[config.mk]
export PLATFORM = sky130hd
export DESIGN_NAME = exp_table_loader
export DESIGN_NICKNAME = d
export VERILOG_FILES = /design/src/rtl/exp_table_loader_pkg.sv /design/src/rtl/exp_table_loader_addr_counter.sv /design/src/rtl/exp_table_loader.sv
export SDC_FILE = /design/constraint.sdc
export NUM_CORES = 1
export LEC_CHECK = 0
export ABC_AREA = 1
export CELL_PAD_IN_SITES_DETAIL_PLACEMENT = 0
export CELL_PAD_IN_SITES_GLOBAL_PLACEMENT = 1
export CORE_MARGIN = 10
export CORE_UTILIZATION = 25
export CTS_BUF_LIST = sky130_fd_sc_hd__clkbuf_2
export CTS_CLUSTER_SIZE = 20
export DETAILED_ROUTE_END_ITERATION = 8
export PLACE_DENSITY_LB_ADDON = 0.1
export SETUP_SLACK_MARGIN = 0.5
export SLEW_MARGIN = 20
export SYNTH_ARGS = -nofsm -noshare
export SYNTH_HDL_FRONTEND = slang
export SYNTH_SLANG_ARGS = --single-unit
[constraint.sdc]
create_clock -name CLK -period 2.2 [get_ports CLK]
set_input_delay 0.22 -clock CLK [delete_from_list [all_inputs] [get_ports CLK]]
set_output_delay 0.22 -clock CLK [all_outputs]
set_load 0.02 [all_outputs]
[src/rtl/exp_table_loader_pkg.sv]
// Shared definitions for the exponent-table loader: state encoding, data width, default table sizes.
// Latency: n/a (types and constants only).
// Backpressure: n/a.
package exp_table_loader_pkg;

  localparam int DATA_WIDTH         = 18;  // 3 integer / 15 fractional bits
  localparam int DEFAULT_PATH_WIDTH = 10;  // sigma table: 2^10 entries
  localparam int DEFAULT_LOG_T      = 9;   // mu table: 2^9 entries
  localparam int CHECKSUM_WIDTH     = 32;

  typedef enum logic [1:0] {
    IDLE       = 2'd0,
    LOAD_SIGMA = 2'd1,
    LOAD_MU    = 2'd2,
    WAIT_SWAP  = 2'd3
  } loaderState_t;

endpackage

[src/rtl/exp_table_loader_addr_counter.sv]
// Write-address counter for one table: clears to 0, advances by one per accepted word.
// Latency: count updates on the edge after iIncr; oLast is combinational from the count.
// Backpressure: none; the caller gates iIncr with its own accept.
module load_addr_counter #(
  parameter int WIDTH = 4
) (
  input  logic             CLK,
  input  logic             RST,
  input  logic             iClear,
  input  logic             iIncr,
  output logic [WIDTH-1:0] oCount,
  output logic             oLast
);

  // Address register; clear has priority so a new set always starts at entry 0.
  always_ff @(posedge CLK or posedge RST) begin
    if (RST) begin
      oCount <= '0;
    end else if (iClear) begin
      oCount <= '0;
    end else if (iIncr) begin
      oCount <= oCount + WIDTH'(1);
    end
  end

  // Last entry of the table is reached when every address bit is set.
  assign oLast = &oCount;

endmodule

[src/rtl/exp_table_loader.sv]
// Streams a sigma table then a mu table into the inactive buffer and flips oSwitch once a core is done.
// Latency: accepted word appears on its write port one cycle later; swap one edge after WAIT_SWAP is seen with a done.
// Backpressure: oReady high only while loading; words offered in IDLE/WAIT_SWAP stall upstream. Optional oChecksum under LOADER_CHECKSUM_EN.
module exp_table_loader
  import exp_table_loader_pkg::*;
#(
  parameter int PATH_WIDTH = DEFAULT_PATH_WIDTH,
  parameter int LOG_T      = DEFAULT_LOG_T
) (
  input  logic                  CLK,
  input  logic                  RST,
  input  logic                  iStart,
  input  logic [DATA_WIDTH-1:0] iData,
  input  logic                  iValid,
  output logic                  oReady,
  input  logic                  iCoreDone,
  output logic [PATH_WIDTH-1:0] oSigmaWriteAddress,
  output logic [DATA_WIDTH-1:0] oSigmaWriteData,
  output logic                  oSigmaWE,
  output logic [LOG_T-1:0]      oMuWriteAddress,
  output logic [DATA_WIDTH-1:0] oMuWriteData,
  output logic                  oMuWE,
  output logic                  oSwitch,
  output logic                  oSwapped,
  output logic                  oBusy
`ifdef LOADER_CHECKSUM_EN
  ,
  output logic [CHECKSUM_WIDTH-1:0] oChecksum
`endif
);

  loaderState_t state;
  loaderState_t stateNext;

  logic                  startLoad;
  logic                  swapNow;
  logic                  accept;
  logic                  sigmaAccept;
  logic                  muAccept;
  logic                  pendingDone;
  logic [PATH_WIDTH-1:0] sigmaCount;
  logic                  sigmaLast;
  logic [LOG_T-1:0]      muCount;
  logic                  muLast;

  // State register.
  always_ff @(posedge CLK or posedge RST) begin
    if (RST) begin
      state <= IDLE;
    end else begin
      state <= stateNext;
    end
  end

  // Next-state and handshake decode; iStart is only looked at in IDLE, so it can never race a swap.
  always_comb begin
    stateNext = state;
    oReady    = 1'b0;
    startLoad = 1'b0;
    swapNow   = 1'b0;
    case (state)
      IDLE: begin
        if (iStart) begin
          stateNext = LOAD_SIGMA;
          startLoad = 1'b1;
        end
      end
      LOAD_SIGMA: begin
        oReady = 1'b1;
        if (iValid && sigmaLast) begin
          stateNext = LOAD_MU;
        end
      end
      LOAD_MU: begin
        oReady = 1'b1;
        if (iValid && muLast) begin
          stateNext = WAIT_SWAP;
        end
      end
      WAIT_SWAP: begin
        // The last mu write is on its port while we sit here, so the earliest swap
        // edge is already after that write.
        if (pendingDone || iCoreDone) begin
          swapNow   = 1'b1;
          stateNext = IDLE;
        end
      end
      default: begin
        stateNext = IDLE;
      end
    endcase
  end

  assign accept      = iValid && oReady;
  assign sigmaAccept = accept && (state == LOAD_SIGMA);
  assign muAccept    = accept && (state == LOAD_MU);
  assign oBusy       = (state != IDLE);

  load_addr_counter #(
    .WIDTH (PATH_WIDTH)
  ) uSigmaCounter (
    .CLK    (CLK),
    .RST    (RST),
    .iClear (startLoad),
    .iIncr  (sigmaAccept),
    .oCount (sigmaCount),
    .oLast  (sigmaLast)
  );

  load_addr_counter #(
    .WIDTH (LOG_T)
  ) uMuCounter (
    .CLK    (CLK),
    .RST    (RST),
    .iClear (startLoad),
    .iIncr  (muAccept),
    .oCount (muCount),
    .oLast  (muLast)
  );

  // Sigma write port: one-cycle registered copy of the accepted word and its address.
  always_ff @(posedge CLK or posedge RST) begin
    if (RST) begin
      oSigmaWE           <= 1'b0;
      oSigmaWriteAddress <= '0;
      oSigmaWriteData    <= '0;
    end else begin
      oSigmaWE <= sigmaAccept;
      if (sigmaAccept) begin
        oSigmaWriteAddress <= sigmaCount;
        oSigmaWriteData    <= iData;
      end
    end
  end

  // Mu write port: same registered timing as the sigma port.
  always_ff @(posedge CLK or posedge RST) begin
    if (RST) begin
      oMuWE           <= 1'b0;
      oMuWriteAddress <= '0;
      oMuWriteData    <= '0;
    end else begin
      oMuWE <= muAccept;
      if (muAccept) begin
        oMuWriteAddress <= muCount;
        oMuWriteData    <= iData;
      end
    end
  end

  // Buffer select and done bookkeeping. pendingDone comes out of reset set because
  // no core is running yet, so the very first set may go live immediately.
  always_ff @(posedge CLK or posedge RST) begin
    if (RST) begin
      oSwitch     <= 1'b0;
      oSwapped    <= 1'b0;
      pendingDone <= 1'b1;
    end else begin
      oSwapped <= swapNow;
      if (swapNow) begin
        oSwitch     <= ~oSwitch;
        pendingDone <= 1'b0;
      end else if (iCoreDone) begin
        pendingDone <= 1'b1;
      end
    end
  end

`ifdef LOADER_CHECKSUM_EN
  // Running sum of every accepted word; restarts with each new set and holds afterwards.
  always_ff @(posedge CLK or posedge RST) begin
    if (RST) begin
      oChecksum <= '0;
    end else if (startLoad) begin
      oChecksum <= '0;
    end else if (accept) begin
      oChecksum <= oChecksum + CHECKSUM_WIDTH'(iData);
    end
  end
`endif

endmodule

==> metrics <==
status finished, final reports clean; Worst EP arrival 1470 ps; maximum number of pins on one net before global-route repair slightly above 80; share of layout cells above drive strength 1 between 10% and 20%; routed len/inst between 10 and 15 um; setup slack, reg-to-reg approximately 530 ps; Max Clock Freq approximately 600 MHz; routed wire length around 9.1 mm; worst clock skew between 30 and 40 ps; commonest non-fill, non-tap cell in the layout nand2_1; clock tree root driver cell clkbuf_2; Final GP Congestion about 0.7; Reg-to-Reg Start uMuCounter.oCount[1]$_DFFE_PP0P_; RSZ-0062 raised after global routing yes; number of CTS-inserted buffers 9; Slew Limit Fails 0; post-synthesis register bit count 81; Reg2Reg Capture Point state[1]$_DFFE_PP0P_; Residual DRC 0; Clock Sinks ~80; pwr/cell area between 1000 and 1500 nW/um2; Port-buffer cells 83; Leakage Power about 2.4 nW; initial core utilization ~26%; die width 137 um; Finished Core Util 35.3%; 1st-iter DRT viols 172; total gr overflow 0; worst hold path class primary input to asynchronous set/reset pin; commonest non-fill, non-tap cells in the layout 103 x nand2_1, 80 x dfrtp_1, 51 x dlygate4sd2_1, 43 x inv_1, 43 x o21ai_0; Vias/cell around 4.2; Cell Rows 42; Crit Path Class flip-flop to primary output; Worst setup SP type flip-flop; Final Setup Violations 0; initial antenna violation count 0; fin worst setup slack slightly above 500 ps; crit share post-route 76.6%; reg2reg path depth 11; Final HPWL DP 6.32 mm; vias about 2800; clock network fraction of design power between 10% and 20%; Nets slightly above 500; Synth cell types 25; worst hold slack about 80 ps; clk slew on worst S/H paths 230 ps; final antenna-violating net count 0; Worst Path Max Fanout 4; P&R area growth vs syn 37.6%; post-layout minimum cycle time ~1700 ps; Net Sw Power around 2.3 mW; Die ar. 18700 um2; sw frac 40.2%; sequential area share after synthesis around three fifths; Die H 137 um; Fin. Hold Viols 0; clock buffer depth 2; Ys Warns 0; sequential share of power about two fifths; Cell Int Power 3.42 mW; combinational fraction of design power between 40% and 50%; Core ar. roughly 13000 um2; maxcap violations 0; DP Worst Slack between 200 and 300 ps; H-Tree Depth 3; ANT cells 0; setup_tns 0 ps; Slew @ Worst Pin about 500 ps; Clock Latency Late Sink 570 ps; first-pass GRT wire length ~15 mm; Mapped Nets slightly above 400; I/O Pins between 80 and 90; CTS tree done; All-Layer GR Usage between 10% and 20%; slew margin rel. between 60% and 70%; Peak VDD IR roughly 0.00038 V; vias in the first global route 2873; drt pass-1 iters 4; CP Launch Point state[1]$_DFFE_PP0P_; Worst Path Required about 2000 ps; Netlist Area Pre-Place ~3400 um2; # fillers around 1400; Cells after Synth ~380; Crit. End Element primary output; syn avg cell area about 8.9 um2
logic make-up after synthesis:
kind of cell,after synthesis,share of synthesized area (%)
adders and majority gates,7,2.57
xor gates and xnor gates,1,0.257
DFF,81,59.5
and+or+nand+nor,159,19.3
AOI/OAI and AO/OA,71,10.6
buffers and inverters,64,7.74
timing repair:
action                                  CTS  global route
endpoints found under the setup margin   68            39
pin swaps                                 8             7
resized for setup                        81            16
hold buffers                              0             0
buffers inserted                         10             3
cells in the mapped netlist, drive strengths merged:
master / instances / area share [%]
nand3: 21 / 3.4
dfstp: 1 / 0.77
xnor2: 1 / 0.26
nor3: 5 / 0.73
a31oi: 1 / 0.18
nand2: 105 / 12
dfrtp: 80 / 59
nor2: 24 / 2.9
o21ai: 60 / 8.8
ha: 7 / 2.6
a21oi: 9 / 1.4
buf: 7 / 1.5
inv: 49 / 5.4
clkbuf: 8 / 0.88
or2: 1 / 0.18
nand4: 3 / 0.55
a211oi: 1 / 0.22
cell type report:
type / instances / area [um2] / area share [%]
clock buffer: 9 / 45.0 / 0.960
clock inverter: 7 / 116 / 2.48
inverter: 49 / 190 / 4.05
multi-input combinational: 238 / 1160 / 24.8
sequential: 81 / 2030 / 43.2
tap: 176 / 220 / 4.69
timing repair buffer: 103 / 931 / 19.8
through the flow:
stage / total power, mW / cells / cell area, um2
after floorplan: 3.65 / 383 / 3410
after global placement: 4.91 / 634 / 4450
after detailed placement: 4.92 / 634 / 4450
after CTS: 5.78 / 660 / 4640
after global routing: 6.20 / 663 / 4690
final: 5.72 / 663 / 4690
worst max path at each step:
stage,slack [ps],to,cells after the start
finish,510,oReady,3
global route,360,oReady,3
CTS,380,oReady,3
detailed placement,280,state[1]$_DFFE_PP0P_,11
global placement,270,state[1]$_DFFE_PP0P_,11
floorplan,630,oSigmaWriteAddress[3]$_DFFE_PP0P_,7
per-layer routing:
metal | global-route usage [%] | routed length [um] | vias to the layer above | share of wire [%]
met4 | 3.75 | 127 | 0 | 1.4
met3 | 4.80 | 672 | 8 | 7.3
met2 | 16.4 | 4280 | 60 | 47
li1 | - | - | 1407 | -
met1 | 11.9 | 4060 | 1302 | 44
met5 | 0 | 0 | - | 0
flip-flops by register name (all words and copies together) (netlist names), 2 cells and up:
signal                count
state                     2
oSigmaWriteData          18
oMuWriteAddress           9
uMuCounter.oCount         9
oSigmaWriteAddress       10
uSigmaCounter.oCount     10
oMuWriteData             18
critical path: stages, from the launching register on:
cell and delay (ps):
dfrtp_1 420, inv_2 60, ha_4 280, buf_6 120
power groups by stage:
| stage | registers (mW) | logic [mW] | clock network (mW) |
|---|---|---|---|
| after floorplan | 2.77 | 0.877 | 0 |
| after global placement | 2.27 | 2.64 | 0 |
| after detailed placement | 2.28 | 2.63 | 0 |
| after CTS | 2.22 | 2.46 | 1.10 |
| after global routing | 2.29 | 2.76 | 1.16 |
| final | 2.22 | 2.48 | 1.03 |
(Power assumes the default switching activity.)
